--- config.mk ---
export PLATFORM = sky130hd
export DESIGN_NAME = mc_state_clip_seq_flat
export DESIGN_NICKNAME = d
export VERILOG_FILES = /design/src/rtl/mc_state_clip_seq_if.sv /design/src/rtl/mc_state_clip_seq.sv /design/src/flat_wrapper.sv
export SDC_FILE = /design/constraint.sdc
export NUM_CORES = 1
export LEC_CHECK = 0
export BUFFER_PORTS_ARGS = -buffer_cell sky130_fd_sc_hd__buf_2
export CORE_ASPECT_RATIO = 1.75
export CORE_UTILIZATION = 32
export DETAILED_ROUTE_END_ITERATION = 12
export GPL_ROUTABILITY_DRIVEN = 1
export GPL_TIMING_DRIVEN = 0
export PLACE_DENSITY_LB_ADDON = 0.3
export SYNTH_ARGS = -nofsm -noshare
export SYNTH_HDL_FRONTEND = slang
export SYNTH_SLANG_ARGS = --single-unit
--- constraint.sdc ---
create_clock -name i_clk -period 3.9 [get_ports i_clk]
set_input_delay 0.195 -clock i_clk [delete_from_list [all_inputs] [get_ports i_clk]]
set_output_delay 0.195 -clock i_clk [all_outputs]
set_load 0.1 [all_outputs]
--- src/rtl/mc_state_clip_seq_if.sv ---
// Handshake bundle between mc_state_clip_seq, its upstream step datapath, downstream consumer and Clip32.
// master = sequencer view, slave = environment view (upstream/downstream/Clip32 side).
interface mc_state_clip_seq_if;
  logic        i_valid;
  logic        o_ready;
  logic [31:0] i_pos;
  logic [31:0] i_vel;
  logic        o_clip_ena;
  logic [31:0] o_clip_data;
  logic [31:0] o_clip_max;
  logic [31:0] o_clip_min;
  logic        i_clip_valid;
  logic [31:0] i_clip_result;
  logic        o_valid;
  logic        i_ready;
  logic [31:0] o_pos;
  logic [31:0] o_vel;
  logic        o_wall_hit;
  logic        o_err;

  modport master (
    input  i_valid, i_pos, i_vel, i_clip_valid, i_clip_result, i_ready,
    output o_ready, o_clip_ena, o_clip_data, o_clip_max, o_clip_min,
           o_valid, o_pos, o_vel, o_wall_hit, o_err
  );

  modport slave (
    output i_valid, i_pos, i_vel, i_clip_valid, i_clip_result, i_ready,
    input  o_ready, o_clip_ena, o_clip_data, o_clip_max, o_clip_min,
           o_valid, o_pos, o_vel, o_wall_hit, o_err
  );
endinterface

--- src/rtl/mc_state_clip_seq.sv ---
// Clip32 initiator: clips velocity then position of one MountainCar state, applies the left-wall rule.
// o_valid at accept+5+2L, one state in flight, OUT held until i_ready; CLIP_TIMEOUT_EN adds a response timeout.
module mc_state_clip_seq #(
  parameter logic [31:0] P_POS_MIN = 32'hBF99999A,
  parameter logic [31:0] P_POS_MAX = 32'h3F19999A,
  parameter logic [31:0] P_VEL_MIN = 32'hBD8F5C29,
  parameter logic [31:0] P_VEL_MAX = 32'h3D8F5C29,
  parameter int          P_TIMEOUT = 64
) (
  input  logic                 i_clk,
  input  logic                 i_rst_n,
  mc_state_clip_seq_if.master  bus
);

  localparam logic [2:0] S_IDLE    = 3'd0;
  localparam logic [2:0] S_VEL_REQ = 3'd1;
  localparam logic [2:0] S_GAP     = 3'd2;
  localparam logic [2:0] S_POS_REQ = 3'd3;
  localparam logic [2:0] S_FIX     = 3'd4;
  localparam logic [2:0] S_OUT     = 3'd5;

  logic [2:0]  state_q, state_d;
  logic [31:0] pos_in_q, pos_in_d;
  logic [31:0] vel_in_q, vel_in_d;
  logic [31:0] pos_c_q, pos_c_d;
  logic [31:0] vel_c_q, vel_c_d;
  logic [31:0] out_pos_q, out_pos_d;
  logic [31:0] out_vel_q, out_vel_d;
  logic        wall_q, wall_d;
  logic        armed_q, armed_d;

  logic        in_vel_req;
  logic        in_pos_req;
  logic        in_req;
  logic        got;
  logic        tmo;
  logic        req_done;
  logic [31:0] req_raw;
  logic [31:0] req_res;
  logic        wall;
  logic [31:0] vel_fix;

  assign in_vel_req = (state_q == S_VEL_REQ);
  assign in_pos_req = (state_q == S_POS_REQ);
  assign in_req     = in_vel_req | in_pos_req;

  // armed_q is low in the first cycle of a request, masking a valid left over from the previous one
  assign got      = in_req & armed_q & bus.i_clip_valid;
  assign req_done = got | tmo;
  assign req_raw  = in_vel_req ? vel_in_q : pos_in_q;
  assign req_res  = got ? bus.i_clip_result : req_raw;

  // Only a strictly negative velocity is zeroed at the wall; -0.0 passes through
  assign wall    = (pos_c_q == P_POS_MIN);
  assign vel_fix = (wall && vel_c_q[31] && (vel_c_q[30:0] != 31'd0)) ? 32'h0000_0000 : vel_c_q;

`ifdef CLIP_TIMEOUT_EN
  localparam int CNT_W = $clog2(P_TIMEOUT + 1);

  logic [CNT_W-1:0] cnt_q, cnt_d;
  logic             err_q, err_d;

  assign tmo = in_req & ~got & (cnt_q == CNT_W'(P_TIMEOUT));

  always_comb begin
    cnt_d = in_req ? (cnt_q + CNT_W'(1)) : '0;
    err_d = err_q | tmo;
  end

  always_ff @(posedge i_clk or negedge i_rst_n) begin
    if (!i_rst_n) begin
      cnt_q <= '0;
      err_q <= 1'b0;
    end else begin
      cnt_q <= cnt_d;
      err_q <= err_d;
    end
  end

  assign bus.o_err = err_q;
`else
  assign tmo       = 1'b0;
  assign bus.o_err = 1'b0;
`endif

  always_comb begin
    state_d   = state_q;
    pos_in_d  = pos_in_q;
    vel_in_d  = vel_in_q;
    pos_c_d   = pos_c_q;
    vel_c_d   = vel_c_q;
    out_pos_d = out_pos_q;
    out_vel_d = out_vel_q;
    wall_d    = wall_q;
    armed_d   = 1'b0;
    case (state_q)
      S_IDLE: begin
        if (bus.i_valid) begin
          pos_in_d = bus.i_pos;
          vel_in_d = bus.i_vel;
          state_d  = S_VEL_REQ;
        end
      end
      S_VEL_REQ: begin
        armed_d = 1'b1;
        if (req_done) begin
          vel_c_d = req_res;
          state_d = S_GAP;
        end
      end
      S_GAP: state_d = S_POS_REQ;
      S_POS_REQ: begin
        armed_d = 1'b1;
        if (req_done) begin
          pos_c_d = req_res;
          state_d = S_FIX;
        end
      end
      S_FIX: begin
        out_pos_d = pos_c_q;
        out_vel_d = vel_fix;
        wall_d    = wall;
        state_d   = S_OUT;
      end
      S_OUT: begin
        if (bus.i_ready) state_d = S_IDLE;
      end
      default: state_d = S_IDLE;
    endcase
  end

  always_ff @(posedge i_clk or negedge i_rst_n) begin
    if (!i_rst_n) begin
      state_q   <= S_IDLE;
      pos_in_q  <= '0;
      vel_in_q  <= '0;
      pos_c_q   <= '0;
      vel_c_q   <= '0;
      out_pos_q <= '0;
      out_vel_q <= '0;
      wall_q    <= 1'b0;
      armed_q   <= 1'b0;
    end else begin
      state_q   <= state_d;
      pos_in_q  <= pos_in_d;
      vel_in_q  <= vel_in_d;
      pos_c_q   <= pos_c_d;
      vel_c_q   <= vel_c_d;
      out_pos_q <= out_pos_d;
      out_vel_q <= out_vel_d;
      wall_q    <= wall_d;
      armed_q   <= armed_d;
    end
  end

  assign bus.o_ready     = (state_q == S_IDLE);
  assign bus.o_valid     = (state_q == S_OUT);
  assign bus.o_clip_ena  = in_req;
  assign bus.o_clip_data = in_vel_req ? vel_in_q  : (in_pos_req ? pos_in_q  : 32'h0);
  assign bus.o_clip_max  = in_vel_req ? P_VEL_MAX : (in_pos_req ? P_POS_MAX : 32'h0);
  assign bus.o_clip_min  = in_vel_req ? P_VEL_MIN : (in_pos_req ? P_POS_MIN : 32'h0);
  assign bus.o_pos       = out_pos_q;
  assign bus.o_vel       = out_vel_q;
  assign bus.o_wall_hit  = wall_q;

endmodule
--- src/flat_wrapper.sv ---
// flat-port wrapper written by rule: the top's interface ports become plain ports
module mc_state_clip_seq_flat 
#(
  parameter logic [31:0] P_POS_MIN = 32'hBF99999A,
  parameter logic [31:0] P_POS_MAX = 32'h3F19999A,
  parameter logic [31:0] P_VEL_MIN = 32'hBD8F5C29,
  parameter logic [31:0] P_VEL_MAX = 32'h3D8F5C29,
  parameter int          P_TIMEOUT = 64
)
  (i_clk, i_rst_n, bus_i_valid, bus_i_pos, bus_i_vel, bus_i_clip_valid, bus_i_clip_result, bus_i_ready, bus_o_ready, bus_o_clip_ena, bus_o_clip_data, bus_o_clip_max, bus_o_clip_min, bus_o_valid, bus_o_pos, bus_o_vel, bus_o_wall_hit, bus_o_err);
  mc_state_clip_seq_if bus_i ();
  input  logic i_clk;
  input  logic i_rst_n;
  input wire logic [$bits(bus_i.i_valid)-1:0] bus_i_valid;
  input wire logic [$bits(bus_i.i_pos)-1:0] bus_i_pos;
  input wire logic [$bits(bus_i.i_vel)-1:0] bus_i_vel;
  input wire logic [$bits(bus_i.i_clip_valid)-1:0] bus_i_clip_valid;
  input wire logic [$bits(bus_i.i_clip_result)-1:0] bus_i_clip_result;
  input wire logic [$bits(bus_i.i_ready)-1:0] bus_i_ready;
  output wire logic [$bits(bus_i.o_ready)-1:0] bus_o_ready;
  output wire logic [$bits(bus_i.o_clip_ena)-1:0] bus_o_clip_ena;
  output wire logic [$bits(bus_i.o_clip_data)-1:0] bus_o_clip_data;
  output wire logic [$bits(bus_i.o_clip_max)-1:0] bus_o_clip_max;
  output wire logic [$bits(bus_i.o_clip_min)-1:0] bus_o_clip_min;
  output wire logic [$bits(bus_i.o_valid)-1:0] bus_o_valid;
  output wire logic [$bits(bus_i.o_pos)-1:0] bus_o_pos;
  output wire logic [$bits(bus_i.o_vel)-1:0] bus_o_vel;
  output wire logic [$bits(bus_i.o_wall_hit)-1:0] bus_o_wall_hit;
  output wire logic [$bits(bus_i.o_err)-1:0] bus_o_err;
  assign bus_i.i_valid = bus_i_valid;
  assign bus_i.i_pos = bus_i_pos;
  assign bus_i.i_vel = bus_i_vel;
  assign bus_i.i_clip_valid = bus_i_clip_valid;
  assign bus_i.i_clip_result = bus_i_clip_result;
  assign bus_i.i_ready = bus_i_ready;
  assign bus_o_ready = bus_i.o_ready;
  assign bus_o_clip_ena = bus_i.o_clip_ena;
  assign bus_o_clip_data = bus_i.o_clip_data;
  assign bus_o_clip_max = bus_i.o_clip_max;
  assign bus_o_clip_min = bus_i.o_clip_min;
  assign bus_o_valid = bus_i.o_valid;
  assign bus_o_pos = bus_i.o_pos;
  assign bus_o_vel = bus_i.o_vel;
  assign bus_o_wall_hit = bus_i.o_wall_hit;
  assign bus_o_err = bus_i.o_err;
  mc_state_clip_seq #(.P_POS_MIN(P_POS_MIN), .P_POS_MAX(P_POS_MAX), .P_VEL_MIN(P_VEL_MIN), .P_VEL_MAX(P_VEL_MAX), .P_TIMEOUT(P_TIMEOUT)) u_core (.i_clk(i_clk), .i_rst_n(i_rst_n), .bus(bus_i));
endmodule
**Word level (Yosys, flattened, before mapping)**

Cells that the tools add are included.

- Bits in registers: 197

- Equal/unequal tests: 10
- Mux-type cells: 13
- Bitwise operators: 3
- Reduce and logical (&&, ||, !) cells: 9

Operators with widths:

| kind | count |
|---|---|
| $mux 32 | 6 |
| $eq 32x32->1 const B | 1 |
| $reduce_bool 31->1 | 1 |
| $mux 30 | 1 |
| $pmux 3 s6 | 1 |
| $mux 3 | 4 |
| $ne 2x2->1 const B | 4 |
| $eq 3x2->1 const B | 2 |
| $eq 3x3->1 const B | 2 |
| $reduce_and 2->1 | 3 |
| $reduce_and 4->1 | 1 |
| $eq 3x1->1 const B | 1 |
| $logic_not 3->1 | 1 |
| $and 1x1->1 | 2 |
| $logic_and 1x1->1 | 2 |
| $reduce_or 2->1 | 1 |
| $mux 1 | 1 |
| $or 1x1->1 | 1 |

**Depth between registers and ports, before layout**

- Depth in word-level cells: 6
- Mapped depth: 7
- Depth with buffers taken out: 4

**Worst setup path after synthesis**

OpenSTA, ideal clock, no wires.

- Kind: flip-flop to flip-flop
- Start: register u_core.state_q[1]
- End: register u_core.pos_in_q[10]
- Data arrival time: 3.569 ns
- Path slack: 0.206 ns
- Cell stages (with the launch flop): 7
- Path through: dfrtp_1 -> buf_4 -> nor3_1 -> and2_1 -> buf_4 -> buf_6 -> mux2_2

- Cells in the longest elaborated chain, start to end: 2

Ends and longest elaborated chain:

| item | line | text |
|---|---|---|
| start, declared | mc_state_clip_seq.sv:22 | `logic [2:0] state_q, state_d;` |
| start signal, assigned | mc_state_clip_seq.sv:144 | `state_q <= state_d;` |
| $logic_not 3->1 | n/a |  |
| via bus_o_ready | flat_wrapper.sv:20 | `output wire logic [$bits(bus_i.o_ready)-1:0] bus_o_ready;` |
| $reduce_and 2->1 (no line) | n/a |  |
| end signal, assigned | mc_state_clip_seq.sv:145 | `pos_in_q <= pos_in_d;` |
| end, declared | mc_state_clip_seq.sv:23 | `logic [31:0] pos_in_q, pos_in_d;` |

The timed path passes the listed nets, and every way through them passes these cells.
A chain may end at the register's enable or synchronous reset.

**Worst setup path in the final report**

- Start: register u_core.state_q[2]
- End: output bus_o_clip_max[5]

- Cells in the longest elaborated chain, start to end: 2

Ends and longest elaborated chain:

| item | line | text |
|---|---|---|
| $eq 3x1->1 | mc_state_clip_seq.sv:43 | `assign in_vel_req = (state_q == S_VEL_REQ);` |
| via u_core.in_vel_req | mc_state_clip_seq.sv:32 | `logic in_vel_req;` |
| $mux 32 | mc_state_clip_seq.sv:160 | `assign bus.o_clip_max = in_vel_req ? P_VEL_MAX : (in_pos_req ? P_POS_MAX : 32'h0);` |
| end, declared | flat_wrapper.sv:23 | `output wire logic [$bits(bus_i.o_clip_max)-1:0] bus_o_clip_max;` |

The timed path passes the listed nets, and every way through them passes these cells.

==> impl_metrics.tcl <==
set metrics [dict create \
    rows 79 \
    ys_seq_area_share_pct 56.3 \
    track_usage_pct 17.1 \
    antennaDiodeCount 0 \
    fin_util_pct 45.1 \
    path_cells "nand2b_1 -> buf_6 -> clkbuf_1 -> nor2_1 -> buf_4 -> buf_2" \
    yosys_register_bits 197 \
    clk_pin_slew_worst_paths_ns 0.07 \
    cp_max_fo 13 \
    routedWlPerCell_um 15.4 \
    whs_ns 0.0257 \
    wl_mm 22.9 \
    numClockSinks 197 \
    numCtsBuffers 17 \
    startpoint_type "flip-flop" \
    die_area_mm2 0.0281 \
    dp_hpwl_mm 16.9 \
    routed-via-count 6415 \
    hold_path_class "input port to flip-flop" \
    slew_headroom_pct 47.6 \
    postCtsSetupRepairBufs 0 \
    grt_max_degree 105 \
    initial_core_util_pct 32.7 \
    period_needed_ns 3.03 \
    netlist-cell-type-count 37 \
    worst_pin_slew_ns 0.784 \
    antenna_found_initial 0 \
    vias_per_cell 4.32 \
    syn_area_mm2 0.00876 \
    place_congestion 0.784 \
    crit_buf_inv 4 \
    synth_area_leader_cell "dfrtp_1" \
    area_growth_pct 38.0 \
    drtPass1Iterations 6 \
    finClkSkew_ns 0.0131 \
    synth_area_leaders "dfrtp_1, mux2_2, nand2_1" \
    yosysWarnings 0 \
    final-hold-violation-count 0 \
    final.period_utilization_pct 77.8 \
    synth_cells 730 \
    nets 1209 \
    cts_hold_buffers 94 \
    yosysTopAreaCellShare_pct 56.3 \
    die_height_um 221 \
    worstPathRequired_ns 3.70 \
    drtIter0Drc 202 \
    cap_violations 0 \
    drive_above_1_share_pct 46.6 \
    avgSynthCellArea_um2 12.0 \
    final_cells 1484 \
    cts-htree-levels 4 \
    dp_cells 1359 \
    drc 0 \
    finalSetupViolCount 0 \
    die_w_um 127 \
    core_area_mm2 0.0268 \
    status "finished, final reports clean" \
    fmax_mhz 330 \
    crit_path_end_kind "output port" \
    slew_violations 0 \
    n_fill_cell 2582 \
    grt_pass1_vias 6719 \
    arrival_ns 2.84 \
    slowest_delay_ns 0.67 \
    critical_path.top_delay_family "buffers and inverters" \
    port-buffer-count 249 \
    path_class "flip-flop to output port" \
    clock_path_buffers 2 \
    slowest_stage "nor2_1" \
    layout_commonest_cell "buf_2" \
    rsz0062_at_grt "no" \
    cts_tree "built" \
    grt_pass1_wl_mm 36.2 \
    io-pin-count 266 \
    cts_resized 0 \
    cts_root_buffer "clkbuf_16" \
    grt_overflow 0 \
    ant_nets 0 \
    final_cell_mix "buf_2, dfrtp_1, nand2_1, mux2_2, dlygate4sd3_1" \
    clk_latency_ns 0.46 \
]
==> through the flow <==
stage               setup TNS (ns)  instance area [µm²]  worst slack, ns
floorplan                        0                 8820            0.206
global placement           -148.58                10500           -0.785
detailed placement               0                10600             1.27
CTS                              0                12100            0.768
global route                     0                12100            0.662
finish                           0                12100            0.867
==> cell type report <==
type                       instances  area, µm²  share of cell area (%)
buffer                           102        749                    6.20
clock inverter                    14        171                    1.42
timing repair buffer             344       2220                    18.4
clock buffer                      17        425                    3.52
sequential                       197       4930                    40.8
multi-input combinational        444       3130                    25.9
inverter                           2       8.76                  0.0724
tap                              364        455                    3.77
==> registers in the layout, indices dropped and copies added, names as in the netlist <==
register	flops
u_core.bus.o_pos	32
u_core.bus.o_vel	32
u_core.pos_c_q	32
u_core.pos_in_q	32
u_core.vel_c_q	32
u_core.vel_in_q	32
u_core.state_q	3
u_core.armed_q	1
u_core.bus.o_wall_hit	1
==> final timing paths <==
| path | from | to | cells after the start | slack [ns] |
|---|---|---|---|---|
| min in group asynchronous | i_rst_n | u_core.pos_in_q[7] | 2 | 0.35 |
| min reg2reg | u_core.bus.o_pos[15] | u_core.bus.o_pos[15] | 2 | 0.47 |
| max | u_core.state_q[2] | bus_o_clip_max[5] | 6 | 0.87 |
| max reg2reg | u_core.state_q[2] | u_core.vel_c_q[11] | 5 | 2.01 |
| max in group asynchronous | i_rst_n | u_core.bus.o_vel[4] | 3 | 2.56 |
| min | bus_i_clip_result[25] | u_core.pos_c_q[25] | 2 | 0.03 |
==> synth_stat cells <==
cell and number:
a211oi_1 1, and4bb_2 5, nor3b_2 1, buf_2 8
and3b_1 1, clkbuf_1 9, a21oi_1 22, mux2_1 1
nand4_4 1, o21ai_0 2, and4_1 2, mux2_2 123
clkinv_2 1, nor3_4 1, dfrtp_1 197, mux2_4 4
inv_1 1, buf_1 3, buf_6 13, nand3_1 1
mux2i_1 32, and4b_2 1, nor2_1 35, nor4_1 7
o31ai_1 2, a2111oi_4 1, nor3_1 2, nand2b_1 1
nand2_1 165, and4bb_1 1, and2_1 2, conb_1 1
xor2_1 1, and4_2 1, nand4_2 2, buf_4 69
a21oi_2 10
==> worst register-to-register path, cell delays in order, from the launching register on <==
cell and delay (ns):
dfrtp_1 0.46, nand2b_1 0.19, buf_6 0.16, nor3_4 0.34
buf_4 0.27, mux2_2 0.35
==> logic make-up after synthesis <==
kind of cell	Yosys count	share of synthesized area (%)
AO/OA/AOI/OAI	38	2.94
XOR/XNOR	1	0.100
buffers and inverters	104	8.65
flip-flops	197	56.3
multiplexers	160	20.3
other	1	0.0428
AND/OR/NAND/NOR	229	11.7
==> per-layer routing <==
layer	up-vias	wire length, µm	global-route usage, %
li1	3124	-	-
met1	3110	8410	17.3
met2	151	13100	32.7
met3	30	806	3.43
met4	0	585	8.22
met5	-	0	0
Power is not shown: default switching activity piles up to over one toggle a cycle in this logic, so the estimate is an artifact.
